**config.mk**
```make
export PLATFORM = sky130hd
export DESIGN_NAME = sram_bridge_flat
export DESIGN_NICKNAME = d
export VERILOG_FILES = /design/src/rtl/sram_bridge_if.sv /design/src/rtl/sram_bridge.sv /design/src/flat_wrapper.sv
export SDC_FILE = /design/constraint.sdc
export NUM_CORES = 1
export LEC_CHECK = 0
export BUFFER_PORTS_ARGS = -buffer_cell sky130_fd_sc_hd__buf_2
export CAP_MARGIN = 20
export CORE_ASPECT_RATIO = 2
export CORE_UTILIZATION = 50
export DETAILED_ROUTE_END_ITERATION = 16
export PLACE_DENSITY_LB_ADDON = 0.08
export SETUP_SLACK_MARGIN = 0.4
export SYNTH_ARGS = -nofsm -noshare
export SYNTH_HDL_FRONTEND = slang
export SYNTH_SLANG_ARGS = --single-unit
```
**constraint.sdc**
```tcl
create_clock -name clock -period 5.8 [get_ports clock]
set_clock_uncertainty 0.1 [all_clocks]
set_input_delay 0.87 -clock clock [delete_from_list [all_inputs] [get_ports clock]]
set_output_delay 0.87 -clock clock [all_outputs]
set_load 0.005 [all_outputs]
```
**src/rtl/sram_bridge_if.sv**
```systemverilog
// sram_bridge_if: the 8-bit external SRAM bus between the bridge and the memory.
// Signals: sramA address, sramWe/sramOe active-low strobes, sramDo/sramDoe write data
//          and drive enable (tristate built outside), sramDi read data.
// Modports: master = bridge side (drives strobes/address), slave = memory side.
interface sram_bridge_if #(
    parameter int AW = 15
);
    logic [AW-1:0] sramA;
    logic          sramWe;
    logic          sramOe;
    logic [7:0]    sramDo;
    logic          sramDoe;
    logic [7:0]    sramDi;

    modport master (
        output sramA, sramWe, sramOe, sramDo, sramDoe,
        input  sramDi
    );

    modport slave (
        input  sramA, sramWe, sramOe, sramDo, sramDoe,
        output sramDi
    );
endinterface

```
**src/rtl/sram_bridge.sv**
```systemverilog
// sram_bridge: shares one 8-bit SRAM between the download writer and the video reader.
// Latency: ce -> vidQ valid 3 clocks; a queued byte reaches SRAM in the next free write slot.
// Backpressure: none upstream; bytes arriving on a full FIFO are dropped and flagged sticky in overflow.
// Ports: clock/reset (sync, active high), ce video strobe, ioctl* download byte stream,
//        vidA/vidQ video fetch, sram (SRAM bus interface, master side), busy, overflow.
// Optional: define SRAM_BRIDGE_CKSUM_EN to add output cksum (sum of bytes written to SRAM).
module sram_bridge #(
    parameter int DEPTH = 8,
    parameter int AW    = 15
) (
    input  logic          clock,
    input  logic          reset,
    input  logic          ce,
    input  logic          ioctlB,
    input  logic          ioctlW,
    input  logic [AW-1:0] ioctlA,
    input  logic [7:0]    ioctlQ,
    input  logic [AW-1:0] vidA,
    output logic [7:0]    vidQ,
    sram_bridge_if.master sram,
    output logic          busy,
    output logic          overflow
`ifdef SRAM_BRIDGE_CKSUM_EN
    ,
    output logic [7:0]    cksum
`endif
);
    localparam int PW = (DEPTH > 1) ? $clog2(DEPTH) : 1;

    typedef enum logic [1:0] {IDLE, SETUP, HOLD} wstate_t;

    // ---------------- download FIFO ----------------
    logic [AW-1:0] fifo_a [DEPTH];
    logic [7:0]    fifo_d [DEPTH];
    logic [PW-1:0] wr_ptr, rd_ptr;
    logic [PW:0]   count;
    logic          empty, full, push_req, push, pop;

    wstate_t       state, state_nxt;
    logic [1:0]    phase, phase_nxt;
    logic          pend;          // ce seen during SETUP: read starts after HOLD
    logic          start_read;
    logic [AW-1:0] vid_addr;
    logic [AW-1:0] a_nxt;
    logic [7:0]    do_nxt;
    logic          we_nxt, oe_nxt, doe_nxt;

    assign empty    = (count == '0);
    assign full     = (count == (PW+1)'(DEPTH));
    assign push_req = ioctlB & ioctlW;
    assign pop      = (state == HOLD);
    // A pop in the same cycle frees a slot, so a full FIFO can still accept.
    assign push     = push_req & (~full | pop);
    assign busy     = ioctlB | ~empty;

    always_ff @(posedge clock) begin
        if (push) begin
            fifo_a[wr_ptr] <= ioctlA;
            fifo_d[wr_ptr] <= ioctlQ;
        end
    end

    always_ff @(posedge clock) begin
        if (reset) begin
            wr_ptr   <= '0;
            rd_ptr   <= '0;
            count    <= '0;
            overflow <= 1'b0;
        end else begin
            if (push) wr_ptr <= wr_ptr + PW'(1);
            if (pop)  rd_ptr <= rd_ptr + PW'(1);
            case ({push, pop})
                2'b10:   count <= count + (PW+1)'(1);
                2'b01:   count <= count - (PW+1)'(1);
                default: count <= count;
            endcase
            if (push_req && !push) overflow <= 1'b1;
        end
    end

    // ---------------- frame phase and write FSM ----------------
    // Outputs are registered from the next-cycle phase/state so the bus
    // pins line up with the phase they belong to.
    always_comb begin
        start_read = (ce && state != SETUP) || pend;
        if (start_read)         phase_nxt = 2'd0;
        else if (phase == 2'd3) phase_nxt = 2'd3;
        else                    phase_nxt = phase + 2'd1;

        state_nxt = IDLE;
        case (state)
            IDLE:    if (phase_nxt == 2'd2 && !empty) state_nxt = SETUP;
            SETUP:   state_nxt = HOLD;
            default: state_nxt = IDLE;
        endcase

        a_nxt   = sram.sramA;
        do_nxt  = sram.sramDo;
        we_nxt  = 1'b1;
        oe_nxt  = 1'b0;
        doe_nxt = 1'b0;
        if (phase_nxt < 2'd2) a_nxt = ce ? vidA : vid_addr;
        case (state_nxt)
            SETUP: begin
                a_nxt   = fifo_a[rd_ptr];
                do_nxt  = fifo_d[rd_ptr];
                we_nxt  = 1'b0;
                oe_nxt  = 1'b1;
                doe_nxt = 1'b1;
            end
            HOLD: begin
                oe_nxt  = 1'b1;
                doe_nxt = 1'b1;
            end
            default: ;
        endcase
    end

    always_ff @(posedge clock) begin
        if (reset) begin
            phase        <= 2'd3;
            state        <= IDLE;
            pend         <= 1'b0;
            vid_addr     <= '0;
            vidQ         <= 8'h00;
            sram.sramA   <= '0;
            sram.sramWe  <= 1'b1;
            sram.sramOe  <= 1'b0;
            sram.sramDo  <= 8'h00;
            sram.sramDoe <= 1'b0;
        end else begin
            phase        <= phase_nxt;
            state        <= state_nxt;
            pend         <= ce && (state == SETUP);
            if (ce) vid_addr <= vidA;
            if (phase == 2'd1) vidQ <= sram.sramDi;
            sram.sramA   <= a_nxt;
            sram.sramWe  <= we_nxt;
            sram.sramOe  <= oe_nxt;
            sram.sramDo  <= do_nxt;
            sram.sramDoe <= doe_nxt;
        end
    end

`ifdef SRAM_BRIDGE_CKSUM_EN
    logic ioctlB_q;

    always_ff @(posedge clock) begin
        if (reset) begin
            cksum    <= 8'h00;
            ioctlB_q <= 1'b0;
        end else begin
            ioctlB_q <= ioctlB;
            if (ioctlB && !ioctlB_q) cksum <= 8'h00;
            else if (state == HOLD)  cksum <= cksum + sram.sramDo;
        end
    end
`endif
endmodule

```
**src/flat_wrapper.sv**
```systemverilog
// flat-port wrapper written by rule: the top's interface ports become plain ports
module sram_bridge_flat 
#(
    parameter int DEPTH = 8,
    parameter int AW    = 15
)
  (clock, reset, ce, ioctlB, ioctlW, ioctlA, ioctlQ, vidA, vidQ, busy, overflow, sram_sramA, sram_sramWe, sram_sramOe, sram_sramDo, sram_sramDoe, sram_sramDi);
  sram_bridge_if #(.AW(AW)) sram_i ();
  input  logic clock;
  input  logic reset;
  input  logic ce;
  input  logic ioctlB;
  input  logic ioctlW;
  input  logic [AW-1:0] ioctlA;
  input  logic [7:0] ioctlQ;
  input  logic [AW-1:0] vidA;
  output logic [7:0] vidQ;
  output logic busy;
  output logic overflow;
  output wire logic [$bits(sram_i.sramA)-1:0] sram_sramA;
  output wire logic [$bits(sram_i.sramWe)-1:0] sram_sramWe;
  output wire logic [$bits(sram_i.sramOe)-1:0] sram_sramOe;
  output wire logic [$bits(sram_i.sramDo)-1:0] sram_sramDo;
  output wire logic [$bits(sram_i.sramDoe)-1:0] sram_sramDoe;
  input wire logic [$bits(sram_i.sramDi)-1:0] sram_sramDi;
  assign sram_sramA = sram_i.sramA;
  assign sram_sramWe = sram_i.sramWe;
  assign sram_sramOe = sram_i.sramOe;
  assign sram_sramDo = sram_i.sramDo;
  assign sram_sramDoe = sram_i.sramDoe;
  assign sram_i.sramDi = sram_sramDi;
  sram_bridge #(.DEPTH(DEPTH), .AW(AW)) u_core (.clock(clock), .reset(reset), .ce(ce), .ioctlB(ioctlB), .ioctlW(ioctlW), .ioctlA(ioctlA), .ioctlQ(ioctlQ), .vidA(vidA), .vidQ(vidQ), .sram(sram_i), .busy(busy), .overflow(overflow));
endmodule
```
==> results.md, run 1 <==
* Filler cells at 1468
* Clock buffer count from CTS at 22
* Critical Path RT at 6140 ps
* Final std cells w/o fill at 975
* Post-synth top cells: 184 x edfxtp_1, 67 x dfxtp_1, 61 x mux2i_1, 53 x nand2_1, 26 x nor2_1
* GPL Wtd Cong at 0.801
* Maximum clock frequency at 0.339 GHz
* Grt total ovfl at 0
* Initial core utilization at 51.5%
* Post_cts resized at 0
* P&R area growth vs syn at 14.5%
* Status: completed
* N_diodes at 0
* Die area at 20100 um^2
* Die H at 199 um
* H-tree levels at 1
* CP Launch Type: flop
* Pin count of the biggest net entering global routing at 61
* CP Class: reg -> reg
* Tightest Pin Transition at 1060 ps
* Maxcap violations at 0
* #FFs+latches synth at 251
* Setup TNS at 0 ps
* Post-synthesis cell count at 618
* Drt first pass iters at 4
* Clock Path Buffers at 3
* WL/cell at 19.6 um
* Worst skew pair latency at 510 ps
* Main flop type after synthesis: edfxtp_1
* Post-synth cell types at 47
* Routed Antenna Nets at 0
* Routed vias/inst at 5.46
* Horiz. Die Dim at 101 um
* Post-synth EDFFs at 184
* Final wirelength at 19100 um
* Post-CTS setup buffers at 0
* Sequential-to-total area share from yosys stat at 70.5%
* Static Leak at 3.77 nW
* Synth area leader: edfxtp_1
* Multi-input gate area at 2690 um^2
* Antenna violations before repair at 0
* RSZ-0062 raised after global routing: false
* Reg clk slew, reported paths at 70 ps
* Syn_area_per_cell at 15.8 um^2
* Final nets at 762
* Row cnt at 71
* Synth Net Count at 676
* Tcrit/Tclk final at 50.8%
* CTS Sinks at 251
* Yosys warning total at 0
* Most common cell in the netlist: edfxtp_1
* Max VDD drop at 0.300 mV
* Core Box Area at 18900 um^2
* Ranking of synthesized cells by area: edfxtp_1 57%, dfxtp_1 14%, mux2i_1 6.3%
* Cts hold-fix bufs at 0
* CP endpoint kind: flop
* Cell at the root of the clock tree: clkbuf_16
* DR iter-0 viols at 208
* CP arrival at 3280 ps
* I/O Buffers at 86
* Tmin final at 2950 ps
* Inst Count DP at 932
* Hold Fails Final Rpt at 0
* Register area at 6870 um^2
* Vias in the first global route at 5430
* CTS tree: built
* I/O Pins at 87
* Setup violations, final at 0
* Share of layout cells above drive strength 1 at 24.3%
* Async SR Flop Fraction at 0%
* CP Max Fanout at 15
* Final HPWL DP at 12000 um
* Pwr/cell area at 324 nW/um^2
* Wire length of the first global-routing pass at 29000 um
* Post-synth top area share at 56.7%
* HP Class: reg -> reg
* Max transition margin at 29.6%
* Fin. max-slew vios at 0
* # DRC at 0
* Vias at 5327
* Total Routing Usage GR at 19.5%
* Mapped cell area at 9740 um^2
-- worst max-delay path, cell delays in order (launching register included) --
cell and delay (ps):
dfxtp_1 350, nor3_1 500, nand2b_1 180, and3_1 220
ha_1 400, nor2_1 730, o21ai_0 220, a2bb2oi_1 180
-- power by group --
part	total [mW]	leakage [nW]	internal, mW	switching, mW
registers	1.98	2.21	1.96	0.0205
clock network	1.48	0.352	0.860	0.618
logic	0.155	1.20	0.0722	0.0830
total	3.62	3.77	2.89	0.722
-- final timing paths --
kind                               end  slack (ps)  depth (start not counted)       startpoint
setup reg to reg  u_core.sram.sramA[0]        2850                          7  u_core.count[0]
hold / removal          u_core.vidQ[5]         350                          2   u_core.vidQ[5]
hold reg to reg         u_core.vidQ[5]         350                          2   u_core.vidQ[5]
setup / recovery  u_core.sram.sramA[0]        2850                          7  u_core.count[0]
-- registers in the layout, summed over array words and instances, names as in the netlist, 2 cells and up, named ones only --
| register | flops |
|---|---|
| u_core.count | 4 |
| u_core.vid_addr | 15 |
| u_core.sram.sramA | 15 |
| u_core.vidQ | 8 |
| u_core.fifo_d | 64 |
| u_core.phase | 2 |
| u_core.rd_ptr | 3 |
| u_core.wr_ptr | 3 |
| u_core.state | 2 |
| u_core.sram.sramDo | 8 |
| u_core.fifo_a | 120 |
-- cell usage in the layout, fill, tap and decap left out, types with 3 or more instances in the layout --
cell type / count
xor2_1: 3
clkinv_1: 4
a2bb2oi_2: 8
nand2b_1: 4
nand2_1: 53
nor3_1: 10
nor2b_1: 19
dfxtp_1: 66
clkinv_2: 3
inv_1: 6
and3_1: 3
o21ai_1: 8
mux2_2: 15
nand4_1: 15
ha_1: 6
buf_2: 86
a2bb2oi_1: 7
buf_4: 10
nor2_1: 25
mux2i_1: 61
nand2b_4: 3
mux4_2: 3
a22oi_1: 15
clkbuf_16: 23
o21ai_0: 6
bufinv_16: 3
mux4_1: 13
clkbuf_1: 3
a21oi_1: 16
edfxtp_1: 184
o22ai_1: 8
-- through the flow --
stage	hold slack (ps)	worst slack (ps)	area [um^2]	power, mW	util (%)
3_3_place_gp	338	2310	10400	2.17	54.9
2_1_floorplan	353	1450	9740	2.11	-
3_5_place_dp	343	2060	10400	2.18	54.9
6_report	355	2850	11200	3.62	58.9
4_1_cts	353	2550	11100	3.65	58.8
5_1_grt	377	2590	11200	3.73	58.9
-- per-layer routing --
metal | track usage [%] | up-vias | wire length (um)
met1 | 22.0 | 2630 | 7270
li1 | - | 2522 | -
met2 | 36.9 | 147 | 10500
met5 | 0 | - | 0
met3 | 2.87 | 28 | 919
met4 | 6.82 | 0 | 391
-- cell families after synthesis --
family	after synthesis	share of synthesized area, %
flops	251	70.5
simple gates	147	7.57
mux	92	12.2
compound gates	75	5.90
buf+inv	41	2.39
fa+ha+maj	7	0.976
xor+xnor	5	0.450
-- layout make-up --
cell class                      instances  area share [%]
Tap cell                              255            2.86
Clock buffer                           26            5.26
Clock inverter                         14            1.34
Inverter                                6           0.202
Multi-Input combinational cell        326            24.1
Timing Repair Buffer                   97            4.63
Sequential cell                       251            61.6
Note: power is estimated with default switching activity, not from simulation.
==> inputs of run 2 (changes only) <==
Settings changed: ABC_AREA set to 1.
Clock period 5.8 ns to 2.4 ns, I/O delays scaled along.
==> run 2 against run 1 <==
Clock-buffer cell count rose by 5; combinational power rose to 3.3 times the previous value; synthesized cell count increased by 61%; die area increased by 5.6%; global-route usage grew 2.9 points; critical path type unchanged; largest cell class unchanged.
==> results.md, run 2 <==
* Status: completed
* Core Box Area at 20000 um^2
* Row cnt at 73
* I/O Buffers at 86
* RSZ-0062 raised after global routing: true
* Max transition margin at 59.2%
* DR WL met3 at 958 um
* Syn_area_per_cell at 10.4 um^2
* Main flop type after synthesis: edfxtp_1
* Final nets at 1162
* CP arrival at 2240 ps
* Tcrit/Tclk final at 80.4%
* H-tree levels at 1
* Ranking of synthesized cells by area: edfxtp_1 54%, dfxtp_1 13%, nand2_1 8.3%
* Post-synth EDFFs at 184
* Clock Path Buffers at 3
* CTS Sinks at 251
* Cell at the root of the clock tree: clkbuf_16
* Hold_ws at 10.5 ps
* Commonest non-fill, non-tap cell in the layout: nand2_1
* Drt first pass iters at 5
* N_diodes at 0
* Setup violations, final at 0
* Initial core utilization at 51.4%
* CP endpoint kind: flop
* P&R area growth vs syn at 18.2%
* WL/cell at 16.6 um
* Antenna violations before repair at 0
* Worst skew pair latency at 510 ps
* Maxcap violations at 0
* Post-synth top cells: 228 x nand2_1, 184 x edfxtp_1, 126 x inv_1, 109 x nand3_1, 80 x nor2_1
* Biggest regs: u_core.fifo_a (120), u_core.fifo_d (64)
* Wire length of the first global-routing pass at 35500 um
* Yosys warning total at 0
* Total Routing Usage GR at 22.4%
* WL met1 at 8640 um
* Critical Path RT at 2710 ps
* Mapped cell area at 10300 um^2
* GPL Wtd Cong at 0.763
* Tightest Pin Transition at 611 ps
* DR iter-0 viols at 273
* CP Launch Point: u_core.state[0]
* Max VDD drop at 0.697 mV
* I/O Pins at 87
* Top Metal Used: met4
* Largest reg by FF count: u_core.fifo_a
* Vias in the first global route at 7022
* Grt total ovfl at 0
* CP Max Fanout at 7
* Maximum clock frequency at 0.518 GHz
* CP Class: reg -> reg
* Pin count of the biggest net entering global routing at 52
* Worst hold start: vidA[8]
* CP Launch Type: flop
* Routed vias/inst at 5.09
* Worst slack at placement at 282 ps
* Die area at 21200 um^2
* Tmin final at 1930 ps
* Post-synth cell types at 31
* CTS tree: built
* Clock buffer count from CTS at 23
* Static Leak at 5.08 nW
* Hold Fails Final Rpt at 0
* Setup TNS at 0 ps
* Final wirelength at 22900 um
* Post-synth top area share at 53.7%
* Sequential-to-total area share from yosys stat at 66.7%
* Largest register FFs at 120
* HP Class: in -> reg
* Routed Antenna Nets at 0
* Most frequent cells in the layout: 226 x nand2_1, 184 x edfxtp_1, 125 x inv_1
* Final HPWL DP at 14400 um
* Worst flop-to-flop path startpoint: u_core.state[0]
* #FFs+latches synth at 251
* Vias at 7030
* DR WL met2 at 12500 um
* Share of layout cells above drive strength 1 at 17.3%
* Reg clk slew, reported paths at 60 ps
* Async SR Flop Fraction at 0%
* Synth area leader: edfxtp_1
* Die H at 205 um
* Post-synthesis cell count at 992
* Fin. max-slew vios at 0
* Most common cell in the netlist: nand2_1
* # DRC at 0
* Final worst setup slack at 471 ps
* Pwr/cell area at 731 nW/um^2
* Synth Net Count at 1050
* Horiz. Die Dim at 103 um
## run 2: changes by cell type in the layout (fill, tap and decap cells not counted), moves of 28 or more
| cell | previous run | this run |
|---|---|---|
| o21ai_0 | 6 | 34 |
| inv_1 | 6 | 125 |
| mux2i_1 | 61 | 15 |
| nor2_1 | 25 | 71 |
| nand3_1 | 1 | 109 |
| nand2_1 | 53 | 226 |
## run 2: worst paths after layout
check,end,slack [ps],cells after the start
setup / recovery,u_core.count[2],470,10
hold / removal,u_core.vid_addr[8],10,3
setup reg to reg,u_core.count[2],470,10
hold reg to reg,u_core.overflow,380,2
## run 2: power breakdown
group,internal (mW),total [mW],switching (mW),leakage (nW)
combinational,0.205,0.509,0.304,2.51
sequential,4.75,4.80,0.0416,2.21
clock,2.08,3.59,1.52,0.354
## run 2: final cells by class
cell class | count | area [um^2]
multi-input cells | 557 | 2750
inverters | 135 | 507
clock inverters | 10 | 110
clock buffers | 31 | 636
flip-flops and latches | 251 | 6870
repair buffers | 136 | 962
well taps | 262 | 328
fillers | 1637 | 7840
## run 2: routing by layer
metal	vias up	GRT usage [%]
met5	-	0
met4	0	9.41
met3	49	2.63
met2	184	41.7
met1	3307	25.0
li1	3490	-
## run 2: worst max-delay path: stages, from the launching register on
cell	delay, ps
dfxtp_2	340
inv_2	50
nand2_4	100
nand4_1	130
nand2_2	150
ha_4	180
inv_1	50
fa_1	380
xnor2_1	140
o21ai_0	140
inv_1	50
## run 2: repair_timing
| item | CTS | global route |
|---|---|---|
| endpoints found under the hold margin | 45 | 0 |
| setup endpoints to repair | 86 | 120 |
| gates resized for setup | 6 | 18 |
| buffers inserted | 0 | 1 |
| hold buffers | 17 | 0 |
| cloned | 0 | 1 |
| pin swaps | 1 | 2 |
## run 2: through the flow
stage               power [mW]  instance area (um^2)  utilization [%]  std cells
detailed placement        5.36                 11100             55.7       1322
global route              9.21                 12200             60.8       1382
finish                    8.90                 12200             60.8       1382
CTS                       8.96                 12100             60.4       1380
floorplan                 5.15                 10300                -        992
global placement          5.35                 11100             55.7       1322
## run 2: cells by family after synthesis
group / after synthesis / share of synthesized area (%)
AO/OA/AOI/OAI: 105 / 5.96
XOR/XNOR: 3 / 0.255
adder cells (fa/ha/maj): 7 / 0.924
buffers and inverters: 185 / 7.49
flip-flops: 251 / 66.7
multiplexers: 15 / 1.46
AND/OR/NAND/NOR: 426 / 17.2
